$ cat src/rtl/rsa_pkg.sv
// rsa_pkg: types and constants shared by the RSA exponent sequencer.
//   rsa_state_e          - sequencer state encoding
//   MM_SQUARE/MM_MULTIPLY - values driven on mm_sel
package rsa_pkg;

  typedef enum logic [2:0] {
    IDLE     = 3'd0,
    LOAD     = 3'd1,
    SQ_REQ   = 3'd2,
    SQ_WAIT  = 3'd3,
    MUL_REQ  = 3'd4,
    MUL_WAIT = 3'd5,
    NEXT     = 3'd6,
    DONE     = 3'd7
  } rsa_state_e;

  localparam logic MM_SQUARE   = 1'b0;
  localparam logic MM_MULTIPLY = 1'b1;

endpackage

$ cat src/rtl/rsa_lead_one.sv
// rsa_lead_one: leading-one detector.
//   vec_i [WIDTH-1:0]         - input vector
//   idx_o [$clog2(WIDTH)-1:0] - index of the most-significant set bit (0 when vec_i is 0)
// Only instantiated when RSA_SKIP_LEADING_ZEROS_EN is defined.
module rsa_lead_one #(
  parameter int WIDTH = 8
) (
  input  logic [WIDTH-1:0]         vec_i,
  output logic [$clog2(WIDTH)-1:0] idx_o
);

  localparam int IW = $clog2(WIDTH);

  // Scan upward so the highest set bit is the last one to win.
  always_comb begin
    idx_o = {IW{1'b0}};
    for (int i = 0; i < WIDTH; i++) begin
      idx_o = vec_i[i] ? IW'(i) : idx_o;
    end
  end

endmodule

$ cat src/rtl/rsa_exp_seq.sv
// rsa_exp_seq: control sequencer for left-to-right square-and-multiply
// modular exponentiation. Drives an external Montgomery multiplier.
//   clk, rst  - clock, synchronous active-high reset
//   en_rsa    - enable; 0 freezes all state
//   rst_rsa   - active-low sequence clear (1 = run)
//   exp_i     - exponent, captured in LOAD
//   mm_done   - multiplier completion pulse
//   ld_one    - pulse: load accumulator with 1
//   mm_start  - pulse: multiplier request; mm_sel 0 = square, 1 = multiply by base
//   bit_idx   - exponent bit currently processed
//   op_cnt    - multiplier operations issued since LOAD
//   eoc_int   - end of exponentiation (level)
// Optional build macro: RSA_SKIP_LEADING_ZEROS_EN - start at the most-significant
// set exponent bit and skip the initial square of 1.
// Pulses (ld_one, mm_start) are registered and appear in the cycle after the
// state that issues them; mm_done in that same cycle is therefore ignored.
module rsa_exp_seq
  import rsa_pkg::*;
#(
  parameter int WIDTH = 8
) (
  input  logic                       clk,
  input  logic                       rst,
  input  logic                       en_rsa,
  input  logic                       rst_rsa,
  input  logic [WIDTH-1:0]           exp_i,
  input  logic                       mm_done,
  output logic                       ld_one,
  output logic                       mm_start,
  output logic                       mm_sel,
  output logic [$clog2(WIDTH)-1:0]   bit_idx,
  output logic [$clog2(2*WIDTH):0]   op_cnt,
  output logic                       eoc_int
);

  localparam int IW = $clog2(WIDTH);
  localparam int CW = $clog2(2*WIDTH) + 1;
  localparam logic [IW-1:0] IDX_ZERO = {IW{1'b0}};
  localparam logic [IW-1:0] IDX_ONE  = {{(IW-1){1'b0}}, 1'b1};
  localparam logic [IW-1:0] IDX_TOP  = IW'(WIDTH - 1);
  localparam logic [CW-1:0] CNT_ZERO = {CW{1'b0}};
  localparam logic [CW-1:0] CNT_ONE  = {{(CW-1){1'b0}}, 1'b1};

  rsa_state_e        state_q, state_d;
  logic [WIDTH-1:0]  exp_q, exp_d;
  logic [IW-1:0]     idx_q, idx_d;
  logic [CW-1:0]     cnt_q, cnt_d;
  logic              sel_q, sel_d;
  logic              eoc_q, eoc_d;
  logic              ld_one_q, ld_one_d;
  logic              mm_start_q, mm_start_d;
  logic [IW-1:0]     start_idx_s;
  rsa_state_e        first_op_s;
  logic              done_ok_s;

`ifdef RSA_SKIP_LEADING_ZEROS_EN
  rsa_lead_one #(.WIDTH(WIDTH)) u_lead_one (
    .vec_i (exp_i),
    .idx_o (start_idx_s)
  );
  // Accumulator is 1, so squaring it first is wasted work.
  assign first_op_s = MUL_REQ;
`else
  assign start_idx_s = IDX_TOP;
  assign first_op_s  = SQ_REQ;
`endif

  // A completion in the same cycle as the request pulse is not a real completion.
  assign done_ok_s = mm_done & ~mm_start_q;

  // Next-state and next-output computation.
  always_comb begin
    state_d    = state_q;
    exp_d      = exp_q;
    idx_d      = idx_q;
    cnt_d      = cnt_q;
    sel_d      = sel_q;
    eoc_d      = eoc_q;
    ld_one_d   = 1'b0;
    mm_start_d = 1'b0;
    if (!en_rsa) begin
      // Frozen: hold everything, pulses forced low.
      state_d = state_q;
    end else if (!rst_rsa) begin
      state_d = IDLE;
      idx_d   = IDX_ZERO;
      cnt_d   = CNT_ZERO;
      sel_d   = MM_SQUARE;
      eoc_d   = 1'b0;
    end else begin
      case (state_q)
        IDLE: state_d = LOAD;
        LOAD: begin
          exp_d    = exp_i;
          ld_one_d = 1'b1;
          idx_d    = start_idx_s;
          cnt_d    = CNT_ZERO;
          state_d  = (~|exp_i) ? DONE : first_op_s;
        end
        SQ_REQ: begin
          mm_start_d = 1'b1;
          sel_d      = MM_SQUARE;
          cnt_d      = cnt_q + CNT_ONE;
          state_d    = SQ_WAIT;
        end
        SQ_WAIT: begin
          if (done_ok_s) begin
            state_d = exp_q[idx_q] ? MUL_REQ : NEXT;
          end else begin
            state_d = SQ_WAIT;
          end
        end
        MUL_REQ: begin
          mm_start_d = 1'b1;
          sel_d      = MM_MULTIPLY;
          cnt_d      = cnt_q + CNT_ONE;
          state_d    = MUL_WAIT;
        end
        MUL_WAIT: begin
          if (done_ok_s) begin
            state_d = NEXT;
          end else begin
            state_d = MUL_WAIT;
          end
        end
        NEXT: begin
          if (idx_q == IDX_ZERO) begin
            state_d = DONE;
          end else begin
            idx_d   = idx_q - IDX_ONE;
            state_d = SQ_REQ;
          end
        end
        DONE:    state_d = DONE;
        default: state_d = IDLE;
      endcase
      // eoc rises the cycle after DONE is entered, then holds while in DONE.
      eoc_d = (state_q == DONE);
    end
  end

  // State and output registers with synchronous reset.
  always_ff @(posedge clk) begin
    if (rst) begin
      state_q    <= IDLE;
      exp_q      <= {WIDTH{1'b0}};
      idx_q      <= IDX_ZERO;
      cnt_q      <= CNT_ZERO;
      sel_q      <= MM_SQUARE;
      eoc_q      <= 1'b0;
      ld_one_q   <= 1'b0;
      mm_start_q <= 1'b0;
    end else begin
      state_q    <= state_d;
      exp_q      <= exp_d;
      idx_q      <= idx_d;
      cnt_q      <= cnt_d;
      sel_q      <= sel_d;
      eoc_q      <= eoc_d;
      ld_one_q   <= ld_one_d;
      mm_start_q <= mm_start_d;
    end
  end

  assign ld_one   = ld_one_q;
  assign mm_start = mm_start_q;
  assign mm_sel   = sel_q;
  assign bit_idx  = idx_q;
  assign op_cnt   = cnt_q;
  assign eoc_int  = eoc_q;

endmodule

$ cat config.mk
export PLATFORM = sky130hd
export DESIGN_NAME = rsa_exp_seq
export DESIGN_NICKNAME = d
export VERILOG_FILES = /design/src/rtl/rsa_pkg.sv /design/src/rtl/rsa_lead_one.sv /design/src/rtl/rsa_exp_seq.sv
export SDC_FILE = /design/constraint.sdc
export NUM_CORES = 1
export LEC_CHECK = 0
export CORE_MARGIN = 5
export CORE_UTILIZATION = 30
export DETAILED_ROUTE_END_ITERATION = 8
export GPL_ROUTABILITY_DRIVEN = 0
export GPL_TIMING_DRIVEN = 0
export PLACE_DENSITY = 0.5
export SYNTH_ARGS = -nofsm -noshare
export SYNTH_HDL_FRONTEND = slang
export SYNTH_SLANG_ARGS = --single-unit
$ cat constraint.sdc
create_clock -name clk -period 1.5 [get_ports clk]
set_input_delay 0.225 -clock clk [delete_from_list [all_inputs] [get_ports clk]]
set_output_delay 0.225 -clock clk [all_outputs]
set_load 0.05 [all_outputs]
==> reports/metrics.csv <==
metric,value,unit
crit_slowest_cell,or3_1,
antenna_cells,0,
die-area,0.005384,sq mm
cts_buffer_depth,2,
drt_wl_total,3.273,mm
slew_headroom,0.6746,
grt_usage,0.1279,
setup_viol,0,
wire_per_inst,14.29,um
hpwlAfterDp,2.414,mm
die_y,73.38,um
die_x,73.38,um
cts_root_buffer,clkbuf_8,
synth-seq-area-share,0.3821,
clk_pin_slew_worst_paths,0.09,ns
synthCells,150,
firstDrtPassIters,4,
slew_viol_final,0,
drive_above_1_share,0.2011,
syn-cell-area,0.001205,sq mm
hold_slack,0.2905,ns
via_per_inst,5.236,
post-route-drc-count,0,
p_leak,0.6202,nW
synth-edff-count,0,
clk_latency,0.26,ns
critPathBufInv,0,
rsz0062_at_grt,yes,
multi_input_comb_area,750.7,sq um
post-route-min-period,1.485,ns
cap_viol_max_count,0,
post-route-util,0.4192,
powerDensity,729.2,mW/mm^2
total_power,1.205,mW
antenna_left,0,
row_count,23,
endpoint_kind,flop,
htree_levels,1,
initial_core_util,0.3056,
syn-num-nets,166,
crit_type,reg -> reg,
fmax,673.6,MHz
ys_ff_latch,23,
cp_max_fo,8,
post-route-period-util,0.9897,
dr.first_iter.drc_count,24,
ys_async_sr_fraction,0,
cp-start-kind,flop,
grt_max_degree,14,
yosysTopAreaCell,dfxtp_1,
regArea,478.0,sq um
overflow,0,
worstPathCellList,o211ai_1 -> o311ai_4 -> or3_1 -> a21oi_2,
path_delay_family,compound AO/OA/AOI/OAI gates,
hold_buffers,0,
synthTopCellsByArea,"dfxtp_1 38%, a21oi_1 7.9%, o21ai_0 5.4%, nand2_1 4.7%, nand3_1 4.2%",
ys_types,36,
crit_required,1.70,ns
fin_skew,0.006386,ns
critPathArrivalTime,1.69,ns
numCtsBuffers,3,
grt_first_pass_wirelength,5.437,mm
fin_setup_tns,0,ns
fin_nets,196,
antenna_found_initial,0,
coreArea,0.003943,sq mm
io_buffers,22,
tightest_slew,0.4900,ns
num-fill-cells,391,
irDropWorstVdd,0.4037,mV
status,"complete, no violations",
hold_viol,0,
area_growth,37.18,%
cts.sinks,23,
avgSynthCellArea,8.033,sq um
yosysTopAreaCellShare,0.3821,
ys.flop_type,dfxtp_1,
grt_pass1_vias,1168,
yosys.cell_count.top_type,dfxtp_1,
hold_path_class,in -> reg,
yosys-top-cells-count,"23 x dfxtp_1, 19 x a21oi_1, 15 x nand2_1",
max_stage_delay,0.41,ns
design.portCount,25,
num_vias,1199,
synth_warnings,0,
cts_tree,yes,
==> layout by cell type (no fill, tap or decap), drive strengths merged, types with 3 or more instances in the layout <==
| cell type | Yosys | routed |
|---|---|---|
| nand3 | 10 | 10 |
| inv | 8 | 8 |
| buf | 5 | 9 |
| nor2 | 9 | 9 |
| a21oi | 19 | 19 |
| clkdlybuf4s50 | 0 | 9 |
| nor4 | 3 | 3 |
| or3 | 5 | 5 |
| nor2b | 3 | 3 |
| ha | 3 | 3 |
| nand2 | 15 | 15 |
| o21ai | 13 | 13 |
| nand2b | 3 | 3 |
| dlygate4sd2 | 0 | 10 |
| clkbuf | 5 | 8 |
| dfxtp | 23 | 23 |
==> state kept, by name, summed over array words and instances (netlist names) <==
name and count:
ld_one 1, exp_q 8, mm_sel 1, bit_idx 3
op_cnt 5, state_q 3, mm_start 1, eoc_int 1
==> per-stage QoR <==
stage	worst slack (ns)	instance area [sq um]	instances
floorplan	-0.004158	1220	150
global placement	-0.3680	1503	222
detailed placement	-0.3949	1503	222
CTS	0.0004442	1563	229
global route	-0.02996	1653	229
finish	0.01542	1653	229
==> power breakdown <==
| part | switching [mW] | internal [mW] | leakage, nW |
|---|---|---|---|
| registers | 0.00949 | 0.616 | 0.190 |
| logic | 0.111 | 0.0821 | 0.405 |
| clock network | 0.202 | 0.185 | 0.0255 |
==> routing by layer <==
| layer | global-route usage | share of wire | vias to the layer above |
|---|---|---|---|
| met5 | 0 | 0 | - |
| met4 | 0.02414 | 0.0049 | 0 |
| met3 | 0.02326 | 0.046 | 2 |
| met2 | 0.2274 | 0.52 | 22 |
| met1 | 0.1617 | 0.43 | 577 |
| li1 | - | - | 598 |
==> final timing paths <==
path                            cells past startpoint  slack [ns]          to  startpoint
worst min register to register                      2        0.46    exp_q[2]    exp_q[2]
worst max-delay path                                4        0.02   op_cnt[3]  state_q[1]
worst max register to register                      4        0.02   op_cnt[3]  state_q[1]
worst min-delay path                                3        0.29  bit_idx[2]     rst_rsa
==> worst register-to-register path: cells and delay by family, from the launching register on <==
kind	cells	cell delay (ns)
flip-flops	1	0.38
AND/OR/NAND/NOR	1	0.41
AO/OA/AOI/OAI	3	0.64
==> final cells by class <==
type / count / area share
Sequential cell: 23 / 0.2892
Inverter: 8 / 0.01817
Buffer: 10 / 0.03482
Timing Repair Buffer: 25 / 0.1378
Clock buffer: 3 / 0.02498
Tap cell: 50 / 0.03785
Clock inverter: 1 / 0.003028
Multi-Input combinational cell: 109 / 0.4542
==> cell families after synthesis <==
group / Yosys count / synth area share
AOI/OAI and AO/OA: 43 / 0.2139
xor gates and xnor gates: 2 / 0.01454
adders and majority gates: 3 / 0.03116
buffers and inverters: 18 / 0.06335
DFF: 23 / 0.3821
muxes: 3 / 0.04569
and+or+nand+nor: 58 / 0.2492
==> what timing repair did <==
| item | CTS | global route |
|---|---|---|
| resized for setup | 18 | 27 |
| setup buffers | 3 | 0 |
| pin swaps | 1 | 5 |
| setup endpoints to repair | 32 | 19 |
(Power assumes the default switching activity.)
